--- src/rtl/kvaz_pkg.sv ---
// rtl/kvaz_pkg.sv - shared state encoding, defaults and byte-lane helper for the ramdisk SDRAM port
package kvaz_pkg;

  localparam int KVAZ_ADDR_TIMEOUT = 8;

  typedef enum logic [2:0] {
    ST_IDLE      = 3'd0,
    ST_WAIT_ADDR = 3'd1,
    ST_ISSUE     = 3'd2,
    ST_WAIT_DONE = 3'd3,
    ST_CAPTURE   = 3'd4
  } kvaz_state_t;

  // Odd bus addresses live in the low byte of the SDRAM word.
  function automatic logic [7:0] kvaz_pick_byte(input logic a0, input logic [15:0] word);
    return a0 ? word[7:0] : word[15:8];
  endfunction

endpackage

--- src/rtl/kvaz_sdram_port.sv ---
// rtl/kvaz_sdram_port.sv - turns ramdisk bus read/write strobes into single-word SDRAM controller requests
module kvaz_sdram_port
  import kvaz_pkg::*;
#(
  parameter int ADDR_TIMEOUT = KVAZ_ADDR_TIMEOUT
) (
  input  logic        clk,
  input  logic        reset_n,
  input  logic        blk_n,
  input  logic        negedge_zpzu_n,
  input  logic        negedge_chtzu_n,
  input  logic [15:0] decoded_a,
  input  logic        decoded_a_valid,
  input  logic [2:0]  kvaz_page,
  input  logic [7:0]  wdata,
  input  logic        posedge_ras_n,
  input  logic        clean_cas_n,
  output logic [21:0] sdram_addr,
  output logic [15:0] sdram_dataw,
  output logic        sdram_rd,
  output logic        sdram_we_n,
  output logic        sdram_lb_n,
  output logic        sdram_ub_n,
  output logic        sdram_refresh,
  input  logic [15:0] sdram_datar,
  input  logic        sdram_busy,
  output logic [7:0]  rdata,
  output logic        rdata_valid,
  output logic        pending,
  output logic        overrun,
  output logic        addr_timeout
);

  localparam int CNT_W = $clog2(ADDR_TIMEOUT + 1);
  localparam logic [CNT_W-1:0] CNT_LAST = CNT_W'(ADDR_TIMEOUT - 1);

  kvaz_state_t      state;
  logic             is_read;
  logic [18:0]      addr_lat;
  logic [7:0]       wbyte;
  logic [CNT_W-1:0] tmo_cnt;

  logic write_req;
  logic read_req;
  logic refresh_ok;

  assign write_req  = ~blk_n & negedge_zpzu_n;
  assign read_req   = ~blk_n & negedge_chtzu_n;
  assign refresh_ok = (state == ST_IDLE) & blk_n & posedge_ras_n & clean_cas_n
                    & ~(write_req | read_req);

  assign sdram_addr  = {4'b0, addr_lat[18:1]};
  assign sdram_dataw = {wbyte, wbyte};
  assign pending     = (state != ST_IDLE);

  always_ff @(posedge clk or negedge reset_n) begin
    if (!reset_n) begin
      state         <= ST_IDLE;
      is_read       <= 1'b0;
      addr_lat      <= '0;
      wbyte         <= '0;
      tmo_cnt       <= '0;
      sdram_rd      <= 1'b0;
      sdram_we_n    <= 1'b1;
      sdram_lb_n    <= 1'b1;
      sdram_ub_n    <= 1'b1;
      sdram_refresh <= 1'b0;
      rdata         <= '0;
      rdata_valid   <= 1'b0;
      overrun       <= 1'b0;
      addr_timeout  <= 1'b0;
    end else begin
      sdram_rd      <= 1'b0;
      sdram_we_n    <= 1'b1;
      rdata_valid   <= 1'b0;
      addr_timeout  <= 1'b0;
      sdram_refresh <= refresh_ok;
      // Outside IDLE every strobe is lost; in IDLE only a read colliding with a write is.
      overrun <= (state != ST_IDLE) ? (write_req | read_req) : (write_req & read_req);

      case (state)
        ST_IDLE: begin
          sdram_lb_n <= 1'b1;
          sdram_ub_n <= 1'b1;
          if (write_req) begin
            is_read    <= 1'b0;
            addr_lat   <= {kvaz_page, decoded_a};
            wbyte      <= wdata;
            sdram_lb_n <= ~decoded_a[0];
            sdram_ub_n <= decoded_a[0];
            state      <= ST_ISSUE;
          end else if (read_req) begin
            is_read <= 1'b1;
            tmo_cnt <= '0;
            if (decoded_a_valid) begin
              addr_lat   <= {kvaz_page, decoded_a};
              sdram_lb_n <= ~decoded_a[0];
              sdram_ub_n <= decoded_a[0];
              state      <= ST_ISSUE;
            end else begin
              state <= ST_WAIT_ADDR;
            end
          end
        end

        ST_WAIT_ADDR: begin
          if (decoded_a_valid) begin
            addr_lat   <= {kvaz_page, decoded_a};
            sdram_lb_n <= ~decoded_a[0];
            sdram_ub_n <= decoded_a[0];
            tmo_cnt    <= '0;
            state      <= ST_ISSUE;
          end else if (tmo_cnt == CNT_LAST) begin
            addr_timeout <= 1'b1;
            tmo_cnt      <= '0;
            state        <= ST_IDLE;
          end else begin
            tmo_cnt <= tmo_cnt + 1'b1;
          end
        end

        ST_ISSUE: begin
          if (!sdram_busy) begin
            sdram_rd   <= is_read;
            sdram_we_n <= is_read;
            state      <= ST_WAIT_DONE;
          end
        end

        ST_WAIT_DONE: begin
          if (!sdram_busy) state <= is_read ? ST_CAPTURE : ST_IDLE;
        end

        ST_CAPTURE: begin
          rdata       <= kvaz_pick_byte(addr_lat[0], sdram_datar);
          rdata_valid <= 1'b1;
          state       <= ST_IDLE;
        end

        default: state <= ST_IDLE;
      endcase
    end
  end

endmodule
--- config.mk ---
export PLATFORM = sky130hd
export DESIGN_NAME = kvaz_sdram_port
export DESIGN_NICKNAME = d
export VERILOG_FILES = /design/src/rtl/kvaz_pkg.sv /design/src/rtl/kvaz_sdram_port.sv
export SDC_FILE = /design/constraint.sdc
export NUM_CORES = 1
export LEC_CHECK = 0
export ABC_CLOCK_PERIOD_IN_PS = 3300
export CORE_MARGIN = 1.5
export CORE_UTILIZATION = 47
export CTS_BUF_LIST = sky130_fd_sc_hd__clkbuf_2
export DETAILED_ROUTE_END_ITERATION = 6
export HOLD_SLACK_MARGIN = 0.03
export PLACE_DENSITY = 0.88
export SETUP_SLACK_MARGIN = 0.4
export SYNTH_ARGS = -nofsm -noshare
export SYNTH_HDL_FRONTEND = slang
export SYNTH_SLANG_ARGS = --single-unit
--- constraint.sdc ---
create_clock -name clk -period 3.3 [get_ports clk]
set_input_delay 0.495 -clock clk [delete_from_list [all_inputs] [get_ports clk]]
set_output_delay 0.495 -clock clk [all_outputs]
set_load 0.05 [all_outputs]
==> results.yml <==
worst_hold_path:
  hp-class: "input pin to asynchronous set/reset pin"
global_route:
  antenna_found_initial: 0
  grt_pass1_wl_mm: 7.87
  grt_usage: 0.172
  grt_max_degree: 52
  grt_overflow_total: 0
  first_global_vias: 1603
cts:
  clkTransAtPathRegs_ns: 0.26
  tritoncts: "built"
  cts_hold_buf: 0
  cts_post_setup_buffers_inserted: 0
  cts_sinks: 51
  cts_resized: 0
  clk-insertion-delay-late_ns: 0.41
  cts_buffers: 5
  cts_buffer_depth: 2
  h-tree-depth: 2
  cts-root-buf: "clkbuf_2"
sta:
  setup_viol: 0
  report.final.slew_viol_count: 0
  finClkSkew_ns: 0.0317
  fin_crit_sh: 0.824
  rsz0062_at_grt: "false"
  hold_viol: 0
  holdWs_ns: 0.243
  fin_setup_tns_ns: 0
  relSlewSlack: 0.269
  max_freq_mhz: 368
  fin_ws_ns: 0.579
  period_needed_ns: 2.72
  tightestPinTransition_ns: 1.10
drt:
  ant_nets: 0
  drc_errors: 0
  firstDrtPassIters: 4
  drtIter0Drc: 80
  viasPerCell: 4.89
  wl_mm: 4.95
  dr_total_vias: 1667
  routedWlPerCell_um: 14.5
floorplanning:
  core_area_um2: 5110
  rows: 26
  die_x_um: 76.0
  ios: 107
  die_h_um: 76.0
  initial_core_util: 0.490
  die-area_um2: 5780
critical_path:
  slowest_delay_ns: 0.81
  crit_fanout: 17
  cp.required_ns: 2.80
  path_buf_inv: 2
  cp_slowest_cell: "clkdlybuf4s50_1"
  crit_arrival_ns: 2.23
  end_kind: "output pin"
  startpoint_type: "register"
  path_cells: "nor3_1 -> inv_1 -> clkdlybuf4s50_1"
  path_class: "register to output pin"
  critPathTopFamily: "buffers and inverters"
outcome:
  outcome: "complete, no violations"
synthesis:
  synth-seq-area-share: 0.511
  synth_most_common_cell: "dfrtp_1"
  synth_area_um2: 2500
  async_reset_ff_frac: 1.00
  synth.area.top_cells: "dfrtp_1 (48%), mux2_4 (11%), buf_4 (9.3%)"
  synth.largest_area_cell: "dfrtp_1"
  synthAdderAreaFrac: 0.00899
  ys_types: 42
  yosys_most_used_dff: "dfrtp_1"
  synth_edf_count: 0
  synthMuxAreaShare: 0.184
  yosysWarnings: 0
  synth_xor_area_frac: 0
  avgSynthCellArea_um2: 12.8
  synth_simple_gate_area_share: 0.100
  synthesis.instances: 196
  ys_ff_latch: 51
  synth_compound_area_frac: 0.0694
  synth_common_cells: "dfrtp_1 (48), buf_4 (31), mux2_4 (18)"
  synth_top_family_by_area: "multiplexers"
  synth_top_cell_area_share: 0.480
placed_design:
  place.gp.congestion: 0.757
  place_ws_ns: 0.976
  port_buffers: 102
  place_hpwl_mm: 3.76
  placed_cell_area_um2: 3320
  dp.cells: 333
cells_and_area:
  fin_cells: 341
  finish.utilization: 0.659
  antennaDiodeCount: 0
  drive_above_1_share: 0.166
  nFillCells: 413
  fin_area_um2: 3370
  area_delta_synth_final_pct: 34.5
  final_nets: 323
run:
  drv_cap: 0
power_and_ir_drop:
  ir_drop_mv: 0.552
  power_density_nw_per_um2: 1080
  leakage_nw: 1.41
  totalPowerFinal_mw: 3.62
## path summary, 6_finish.rpt
check                      startpoint  cells after the start           to  slack, ns
setup / recovery             state[0]                      3      pending       0.58
hold / removal                reset_n                      1     wbyte[0]       0.24
setup reg to reg             state[1]                      3  addr_lat[0]       1.36
hold reg to reg            tmo_cnt[0]                      1   tmo_cnt[0]       0.53
max in group asynchronous     reset_n                      1  rdata_valid       2.37
min in group clk           tmo_cnt[0]                      1   tmo_cnt[0]       0.53
## cell usage in the layout, fill, tap and decap left out, types with 2 or more instances in the layout
cell	instances
clkbuf_2	5
a22o_1	2
mux2_4	18
conb_1	4
clkdlybuf4s50_1	101
nand3_1	2
nand2b_1	3
mux2i_1	9
nand2_1	3
nor4b_1	3
mux2_2	9
dfrtp_1	48
a21oi_1	13
dfstp_2	3
inv_1	4
nor3b_2	2
nor2b_1	2
and2_1	2
nor2_1	13
## kinds of logic (layout without fill, tap and decap cells)
group           count (synthesis)  count (layout)
buf+inv                        42             114
compound gates                 25              25
mux                            36              36
other cells                     1               4
fa+ha+maj                       2               2
simple gates                   39              39
flops                          51              51
## worst register-to-register path: stages (launching register included)
cell and delay [ns]:
dfrtp_1 0.61, nor2_2 0.32, o221a_4 0.52, mux2_2 0.40
## power by group
group          internal (mW)  switching (mW)
Sequential             0.896           0.247
Combinational          0.878            1.36
Clock                 0.0512           0.190
## metal layers
metal	part of all wire	global-route usage	vias up
met5	0	0	-
met3	0.056	0.0455	2
met1	0.41	0.213	807
met2	0.53	0.304	65
met4	0.0038	0.0333	0
li1	-	-	793
## registers in the layout (all words and copies together), names as in the netlist
signal and count:
sdram_ub_n 1, wbyte 8, tmo_cnt 4, sdram_lb_n 1, is_read 1, rdata 8, addr_timeout 1, overrun 1
addr_lat 19, sdram_we_n 1, sdram_refresh 1, sdram_rd 1, state 3, rdata_valid 1
## cell type report
type,count,area (um2),share of cell area
Timing Repair Buffer,102,1020,0.302
Inverter,4,15.0,0.00446
Clock buffer,5,25.0,0.00743
Clock inverter,3,20.0,0.00594
Multi-Input combinational cell,106,925,0.275
Sequential cell,51,1280,0.380
Tap cell,70,87.6,0.0260
No activity file was read; power rests on OpenSTA's default activity.
